==> src/rtl/counter_core_if.sv <==
// Bus bundle for counter_core: range inputs from the controller and count/status outputs back.
interface counter_core_if #(
  parameter int WIDTH = 4
);
  logic [WIDTH-1:0] A;
  logic [WIDTH-1:0] B;
  logic [WIDTH-1:0] C;
  logic             TC;
  logic             DIR;
  logic             WRAP;
  logic [WIDTH-1:0] WRAPS;

  modport master (
    output A, B,
    input  C, TC, DIR, WRAP, WRAPS
  );

  modport slave (
    input  A, B,
    output C, TC, DIR, WRAP, WRAPS
  );
endinterface

==> src/rtl/counter_core.sv <==
// Bounded range counter: walks C from A toward B one step per clock, reloading A at the terminal.
// Direction follows the order of A and B, and a saturating counter tracks completed wraps.
module counter_core #(
  parameter int WIDTH = 4
) (
  input  logic           clk,
  input  logic           rst,
  counter_core_if.slave  bus
);

  localparam logic [WIDTH-1:0] WrapsMax = '1;

  logic [WIDTH-1:0] count;
  logic [WIDTH-1:0] wrapCount;
  logic             wrapPulse;
  logic             countUp;
  logic             atTerminal;
  logic             outOfRange;

  // Direction, terminal and range status depend only on the live A/B and the current count,
  // so a mid-run change of A or B is seen in the same cycle.
  always_comb begin
    countUp    = 1'b0;
    atTerminal = 1'b0;
    outOfRange = 1'b0;
    countUp    = (bus.A <= bus.B);
    atTerminal = (count == bus.B);
    if (countUp) begin
      outOfRange = (count < bus.A) || (count > bus.B);
    end else begin
      outOfRange = (count > bus.A) || (count < bus.B);
    end
  end

  // Terminal reload wins over resync; resync is silent so only genuine terminals count as wraps.
  // The range checks keep the step from ever crossing the 2^WIDTH boundary.
  always_ff @(posedge clk) begin
    if (rst) begin
      count     <= bus.A;
      wrapPulse <= 1'b0;
      wrapCount <= '0;
    end else if (atTerminal) begin
      count     <= bus.A;
      wrapPulse <= 1'b1;
      if (wrapCount != WrapsMax) begin
        wrapCount <= wrapCount + 1'b1;
      end
    end else if (outOfRange) begin
      count     <= bus.A;
      wrapPulse <= 1'b0;
    end else begin
      wrapPulse <= 1'b0;
      if (countUp) begin
        count <= count + 1'b1;
      end else begin
        count <= count - 1'b1;
      end
    end
  end

  assign bus.C     = count;
  assign bus.TC    = atTerminal;
  assign bus.DIR   = countUp;
  assign bus.WRAP  = wrapPulse;
  assign bus.WRAPS = wrapCount;

endmodule

==> src/flat_wrapper.sv <==
// flat-port wrapper written by rule: the top's interface ports become plain ports
module counter_core_flat 
#(
  parameter int WIDTH = 4
)
  (clk, rst, bus_A, bus_B, bus_C, bus_TC, bus_DIR, bus_WRAP, bus_WRAPS);
  counter_core_if #(.WIDTH(WIDTH)) bus_i ();
  input  logic clk;
  input  logic rst;
  input wire logic [$bits(bus_i.A)-1:0] bus_A;
  input wire logic [$bits(bus_i.B)-1:0] bus_B;
  output wire logic [$bits(bus_i.C)-1:0] bus_C;
  output wire logic [$bits(bus_i.TC)-1:0] bus_TC;
  output wire logic [$bits(bus_i.DIR)-1:0] bus_DIR;
  output wire logic [$bits(bus_i.WRAP)-1:0] bus_WRAP;
  output wire logic [$bits(bus_i.WRAPS)-1:0] bus_WRAPS;
  assign bus_i.A = bus_A;
  assign bus_i.B = bus_B;
  assign bus_C = bus_i.C;
  assign bus_TC = bus_i.TC;
  assign bus_DIR = bus_i.DIR;
  assign bus_WRAP = bus_i.WRAP;
  assign bus_WRAPS = bus_i.WRAPS;
  counter_core #(.WIDTH(WIDTH)) u_core (.clk(clk), .rst(rst), .bus(bus_i));
endmodule
==> config.mk <==
export PLATFORM = sky130hd
export DESIGN_NAME = counter_core_flat
export DESIGN_NICKNAME = d
export VERILOG_FILES = /design/src/rtl/counter_core_if.sv /design/src/rtl/counter_core.sv /design/src/flat_wrapper.sv
export SDC_FILE = /design/constraint.sdc
export NUM_CORES = 1
export LEC_CHECK = 0
export BUFFER_PORTS_ARGS = -buffer_cell sky130_fd_sc_hd__buf_4
export CORE_UTILIZATION = 54
export CTS_CLUSTER_SIZE = 12
export DETAILED_ROUTE_END_ITERATION = 10
export PLACE_DENSITY = 0.82
export RECOVER_POWER = 50
export SETUP_SLACK_MARGIN = 0.05
export SYNTH_ARGS = -nofsm -noshare
export SYNTH_HDL_FRONTEND = slang
export SYNTH_SLANG_ARGS = --single-unit
==> constraint.sdc <==
create_clock -name clk -period 6.1 [get_ports clk]
set_input_delay 0.61 -clock clk [delete_from_list [all_inputs] [get_ports clk]]
set_output_delay 0.61 -clock clk [all_outputs]
set_load 0.01 [all_outputs]
==> key figures, run 1 <==
Worst setup path
  – Critical Path RT: 6.25 ns
  – Worst Path Buf+Inv: 3
  – Crit path max fanout: 6
  – Slowest cell on the critical path: or4_1
  – R2R Path End: u_core.bus.C[2]
  – Worst reg-to-reg path cell count: 8
  – Crit path launch type: primary input
  – Top delay family on crit path: compound AO/OA/AOI/OAI gates
  – CP endpoint kind: register
  – R2r startpoint: u_core.bus.C[0]
  – Critical Path Max Stage Delay: 0.39 ns
  – R2R setup slack: 3.97 ns
  – Worst EP arrival: 2.97 ns
  – CP Class: primary input to register
  – Crit path cell chain: buf_4, inv_1, ha_1, nor2b_1, o211a_1, o21ai_2, inv_2, ha_1, a21o_1, a21oi_1, xnor2_1, or4_1, o21ai_1, a21oi_1

Yosys
  – Synth top area share: 25.3%
  – Synth cell count leaders: ha_1 (15), inv_1 (13), dfxtp_1 (9), a21oi_1 (8)
  – Synth Register Bits: 9
  – Largest area contributor in the netlist: ha_1
  – Ys flop type: dfxtp_1
  – Asr flop ratio synth: 0%
  – Post-Syn Area: 742 µm²
  – Synthesized Nets: 113
  – Seq/Total Area, Yosys: approximately a quarter
  – Post-synth cell types: 27
  – Ys Warns: 0
  – Number of flops mapped to enable cells by yosys: 0
  – Most common cell in the netlist: ha_1
  – Syn Inst Count: between 80 and 90
  – Avg Inst Size Synth: 8.53 µm²
  – Leading cell types by total area after synthesis: ha_1 (25%), dfxtp_1 (24%), mux2i_1 (6.7%)

Global route
  – Met3 Usage GRT: about a tenth
  – Vias in the first global route: 641
  – Initial antenna violation count: 0
  – GR Util met1: 32.5%
  – First-pass GRT wire length: 2.79 mm
  – Largest net degree at the start of global routing: 7
  – Met2 Usage GRT: 45.8%
  – Busiest layer in global routing: met2
  – Remaining Overflow, GRT: 0
  – All-Layer GR Usage: 28.4%

Clocking
  – Clk sinks: 9
  – Hold Buf Count CTS: 0
  – H-tree Lvls: 1
  – CTS tree: done
  – Number of setup buffers added after CTS: 0
  – Clk pin slew, worst setup/hold paths: 0.06 ns
  – Longest Clk Path Bufs: 2
  – Clk_lat worst skew: 0.27 ns
  – CTS resizes: 0
  – CTS buffer count: 3
  – Root Buffer: clkbuf_4

Finish
  – Finished Layout Cells: approximately 130
  – Nets: roughly 140
  – Final instance area: ~900 µm²
  – Share of cells above drive strength 1: between 10% and 20%
  – P&R area growth vs syn: 21.6%
  – Diodes inserted: 0

Place
  – DPL Wire Length: around 1.4 mm
  – Number of port buffers: 20
  – Area post-placement: 910 µm²
  – Placer congestion estimate: approximately 0.75
  – Dpl cells: 121

Hold path
  – Min-delay src: u_core.bus.C[0]
  – End of the worst hold path: u_core.bus.C[0]
  – Hold Crit Class: register to register
  – Hold Path Cell Cnt: 1

Timing
  – Peak Freq: 0.355 GHz
  – Final Hold Vio Count: 0
  – Slew HR: approximately two thirds
  – Final setup viols: 0
  – Fin Hold WS: 0.525 ns
  – Final Max Tran Viols: 0
  – Final worst path period share: 46.2%
  – Setup Skew: 0.00850 ns
  – Worst-margin pin slew: just over 0.5 ns
  – RSZ-0062 raised after global routing: false
  – Min Tclk post-route: 2.82 ns
  – Setup TNS: 0 ns

Die
  – Die X: 39.1 µm
  – Die ar.: 1530 µm²
  – Core Rows: 12
  – Die height: 39.1 µm
  – Initial Utilization: 62.6%
  – Core Region: 1190 µm²
  – IO Pins: 21

Power
  – VDD IR-drop max: 0.000150 V
  – Power, Total: 0.240 mW
  – Lkg Pwr: around 0.49 nW
  – P per Cell Area: roughly 270 nW/µm²

Routing
  – Post-route ant nets: 0
  – Vias/cell: about 5.4
  – Initial drt markers: 9
  – Post-route DRC: 0
  – First-pass DRT Iterations: 4
  – Routed len/inst: approximately 13 µm
  – Via Count: about 670
  – Routed WL: 1.66 mm

Status
  – Status: complete, no violations

Job
  – Max_cap viols: 0
[worst reg2reg max path, stage by stage, from the launching register on]
cell and delay (ns):
dfxtp_1 0.39, inv_1 0.12, ha_1 0.21, nand2b_1 0.15
a21oi_1 0.19, o22ai_1 0.11, a21boi_0 0.16, a31oi_1 0.47
mux2i_1 0.27
[through the flow]
stage / utilization [%] / setup WS [ns]
after floorplan: - / 3.20
after CTS: 78.9 / 3.28
after global placement: 76.7 / 3.08
after global routing: 76.1 / 3.13
final: 76.1 / 3.28
after detailed placement: 76.7 / 3.00
[per-layer routing]
layer / wire length, µm / part of all wire [%]
met1: 780 / 47
met2: 775 / 47
met3: 62 / 3.7
met4: 37 / 2.2
met5: 0 / 0
[power breakdown]
| group | total, mW | switching (mW) | internal (mW) |
|---|---|---|---|
| clock | 0.0457 | 0.0205 | 0.0252 |
| combinational | 0.117 | 0.0638 | 0.0531 |
| sequential | 0.0779 | 0.0106 | 0.0673 |
[worst max path at each step]
stage             start              end  slack, ns  cells after the start
2_1_floorplan  bus_B[1]  u_core.bus.C[3]       3.20                     13
3_3_place_gp   bus_B[1]  u_core.bus.C[3]       3.08                     14
3_5_place_dp   bus_B[1]  u_core.bus.C[3]       3.00                     14
4_1_cts        bus_B[1]  u_core.bus.C[3]       3.28                     14
5_1_grt        bus_B[1]  u_core.bus.C[3]       3.13                     14
6_report       bus_B[1]  u_core.bus.C[3]       3.28                     14
[registers in the layout, indices dropped and copies added, names as in the netlist]
| signal | cells |
|---|---|
| u_core.bus.WRAPS | 4 |
| u_core.bus.C | 4 |
| u_core.bus.WRAP | 1 |
[layout make-up]
class,instances,area (µm²)
clock buffers,4,26.3
fillers,99,284
inverters,14,52.6
multi-input cells,64,509
flip-flops and latches,9,180
well taps,14,17.5
repair buffers,20,116
[cells by family (layout without fill, tap and decap cells)]
logic type,after synthesis,count (layout),share of synthesized area (%)
muxes,5,5,6.75
DFF,9,9,24.3
AOI/OAI and AO/OA,19,19,16.0
and+or+nand+nor,21,21,14.3
xor gates and xnor gates,3,3,3.54
buffers and inverters,14,38,7.08
adders and majority gates,16,16,28.0
[cells in the final DEF (no fill, tap or decap)]
cell type,netlist,layout
clkbuf_4,0,3
ha_1,15,15
dfxtp_1,9,9
nand2_1,5,5
buf_4,0,11
fa_1,1,1
nor2_1,3,3
o21ai_0,1,1
nor2b_1,2,2
xor2_1,2,2
o21ai_1,1,1
o21ai_2,1,1
inv_1,13,13
a21boi_0,1,1
a31oi_1,1,1
o22ai_1,1,1
a21oi_1,8,8
o211a_1,1,1
or3_1,1,1
xnor2_1,1,1
or4_1,1,1
nand3_1,2,2
o211ai_1,2,2
mux2i_1,5,5
clkbuf_1,0,10
nor3_1,3,3
a21o_1,2,2
nand4_1,2,2
inv_2,1,1
nand2b_1,2,2
Power figures use the tool's default switching activity.
==> inputs of run 2 (changes only) <==
Settings changed: CORE_UTILIZATION 54 to 45, PLACE_DENSITY 0.82 to 0.73.
Clock period 6.1 ns to 2.5 ns, I/O delays scaled along.
==> key figures, run 2 (synthesis results as in run 1) <==
Global route
  – First-pass GRT wire length: 2.63 mm
  – Largest net degree at the start of global routing: 7
  – Vias in the first global route: 607
  – Remaining Overflow, GRT: 0
  – Initial antenna violation count: 0
  – All-Layer GR Usage: 19.6%

Worst setup path
  – R2r startpoint: u_core.bus.C[0]
  – Critical path startpoint: bus_B[1]
  – Critical Path RT: around 2.7 ns
  – CP Class: primary input to register
  – Worst reg-to-reg path cell count: 8
  – Stages on worst setup path: 14
  – Crit path launch type: primary input
  – CP endpoint kind: register
  – Crit path cell chain: buf_4, inv_1, ha_1, nor2b_1, o211a_1, o21ai_4, inv_2, ha_1, a21o_1, a21oi_2, xnor2_1, or4_1, o21ai_1, a21oi_1
  – Crit path top cell by count: ha_1
  – Critical Path Max Stage Delay: 0.39 ns
  – Top delay family on crit path: compound AO/OA/AOI/OAI gates
  – Worst Path Buf+Inv: 3
  – Critical Path Sink: u_core.bus.C[3]
  – R2R setup slack: 0.47 ns
  – Worst EP arrival: 2.42 ns
  – R2R Path End: u_core.bus.C[0]
  – Slowest cell on the critical path: or4_1
  – Crit path max fanout: 3

Finish
  – Most frequent cells in the layout: ha_1 (15), inv_1 (13), buf_4 (13), clkbuf_1 (10), dfxtp_1 (9)
  – Most common cell after layout, fill and taps aside: ha_1
  – P&R area growth vs syn: 25.5%
  – Share of cells above drive strength 1: 16.8%
  – Nets: 140
  – Diodes inserted: 0

Timing
  – Worst setup margin: ~0.24 ns
  – Setup TNS: 0 ns
  – Final Max Tran Viols: 0
  – Final setup viols: 0
  – Worst-margin pin slew: roughly 0.5 ns
  – Final Hold Vio Count: 0
  – RSZ-0062 raised after global routing: false
  – Fin Hold WS: 0.179 ns
  – Final worst path period share: 90.4%
  – Slew HR: about two thirds
  – Peak Freq: about 0.44 GHz
  – Setup Skew: 0.00716 ns
  – Min Tclk post-route: approximately 2.3 ns

Die
  – Initial Utilization: 48.7%
  – Die height: roughly 43 µm
  – IO Pins: 21
  – Die ar.: 1820 µm²
  – Core Region: 1520 µm²
  – Die X: 42.6 µm
  – Core Rows: 14

Clocking
  – Hold Buf Count CTS: 0
  – CTS tree: done
  – Root Buffer: clkbuf_4
  – Number of setup buffers added after CTS: 0
  – Clk pin slew, worst setup/hold paths: 0.06 ns
  – Longest Clk Path Bufs: 2
  – Clk sinks: 9
  – CTS resizes: 0
  – CTS buffer count: 3
  – Clk_lat worst skew: 0.27 ns
  – H-tree Lvls: 1

Power
  – Lkg Pwr: around 0.5 nW
  – Gate power share: 48.9%
  – Share of total power in the clock network: about a fifth
  – VDD IR-drop max: 0.000346 V
  – Sw Ratio: around two fifths
  – Sequential power share: 31.9%
  – Switching Power: about 0.23 mW
  – Internal Power: 0.361 mW
  – P per Cell Area: 634 nW/µm²

Routing
  – Vias/cell: 5.12
  – Routed len/inst: ~11 µm
  – Routed WL: 1.48 mm
  – Post-route DRC: 0
  – Post-route ant nets: 0
  – First-pass DRT Iterations: 4
  – Via Count: 661
  – Initial drt markers: 7

Status
  – Status: complete, no violations

Place
  – Placer congestion estimate: 0.804
  – Number of port buffers: 20
  – Setup WS pre-CTS: -0.0561 ns
  – DPL Wire Length: between 1 and 1.5 mm

Hold path
  – Hold Crit Class: primary input to register

Job
  – Max_cap viols: 0
-- run 2: worst min-delay path by stage --
stage | from | end | slack, ns | depth (start not counted)
6_report | rst | u_core.bus.WRAPS[3] | 0.18 | 2
5_1_grt | rst | u_core.bus.WRAPS[3] | 0.18 | 2
4_1_cts | rst | u_core.bus.WRAPS[3] | 0.18 | 2
3_5_place_dp | rst | u_core.bus.WRAPS[3] | 0.46 | 2
3_3_place_gp | rst | u_core.bus.WRAPS[3] | 0.46 | 2
2_1_floorplan | rst | u_core.bus.WRAPS[3] | 0.32 | 1
-- run 2: metal layers --
| layer | part of all wire, % | GRT usage, % | up-vias |
|---|---|---|---|
| met2 | 42 | 27.1 | 13 |
| met5 | 0 | 0 | - |
| met1 | 52 | 27.0 | 289 |
| met3 | 4.3 | 8.19 | 5 |
| met4 | 1.6 | 7.50 | 0 |
| li1 | - | - | 354 |
-- run 2: final cells by class --
cell class / instances / area [µm²]
fill: 153 / 593
multi-input combinational: 64 / 520
sequential: 9 / 180
timing repair buffer: 22 / 131
inverter: 14 / 52.6
clock buffer: 4 / 26.3
tap: 16 / 20.0
-- run 2: power by group through the flow --
stage                     Sequential, mW  Combinational (mW)  Clock, mW
after floorplan                    0.197               0.200          0
after global placement             0.192               0.296          0
after detailed placement           0.193               0.304          0
after CTS                          0.190               0.304      0.116
after global routing               0.192               0.331      0.127
final                              0.188               0.288      0.113
-- run 2: stage by stage --
| step | total power [mW] | cell area [µm²] | cells | util (%) |
|---|---|---|---|---|
| floorplan | 0.397 | 753 | 87 | - |
| detailed placement | 0.496 | 938 | 125 | 61.6 |
| global route | 0.649 | 931 | 129 | 61.1 |
| global placement | 0.488 | 938 | 125 | 61.6 |
| finish | 0.590 | 931 | 129 | 61.1 |
| CTS | 0.610 | 965 | 129 | 63.3 |
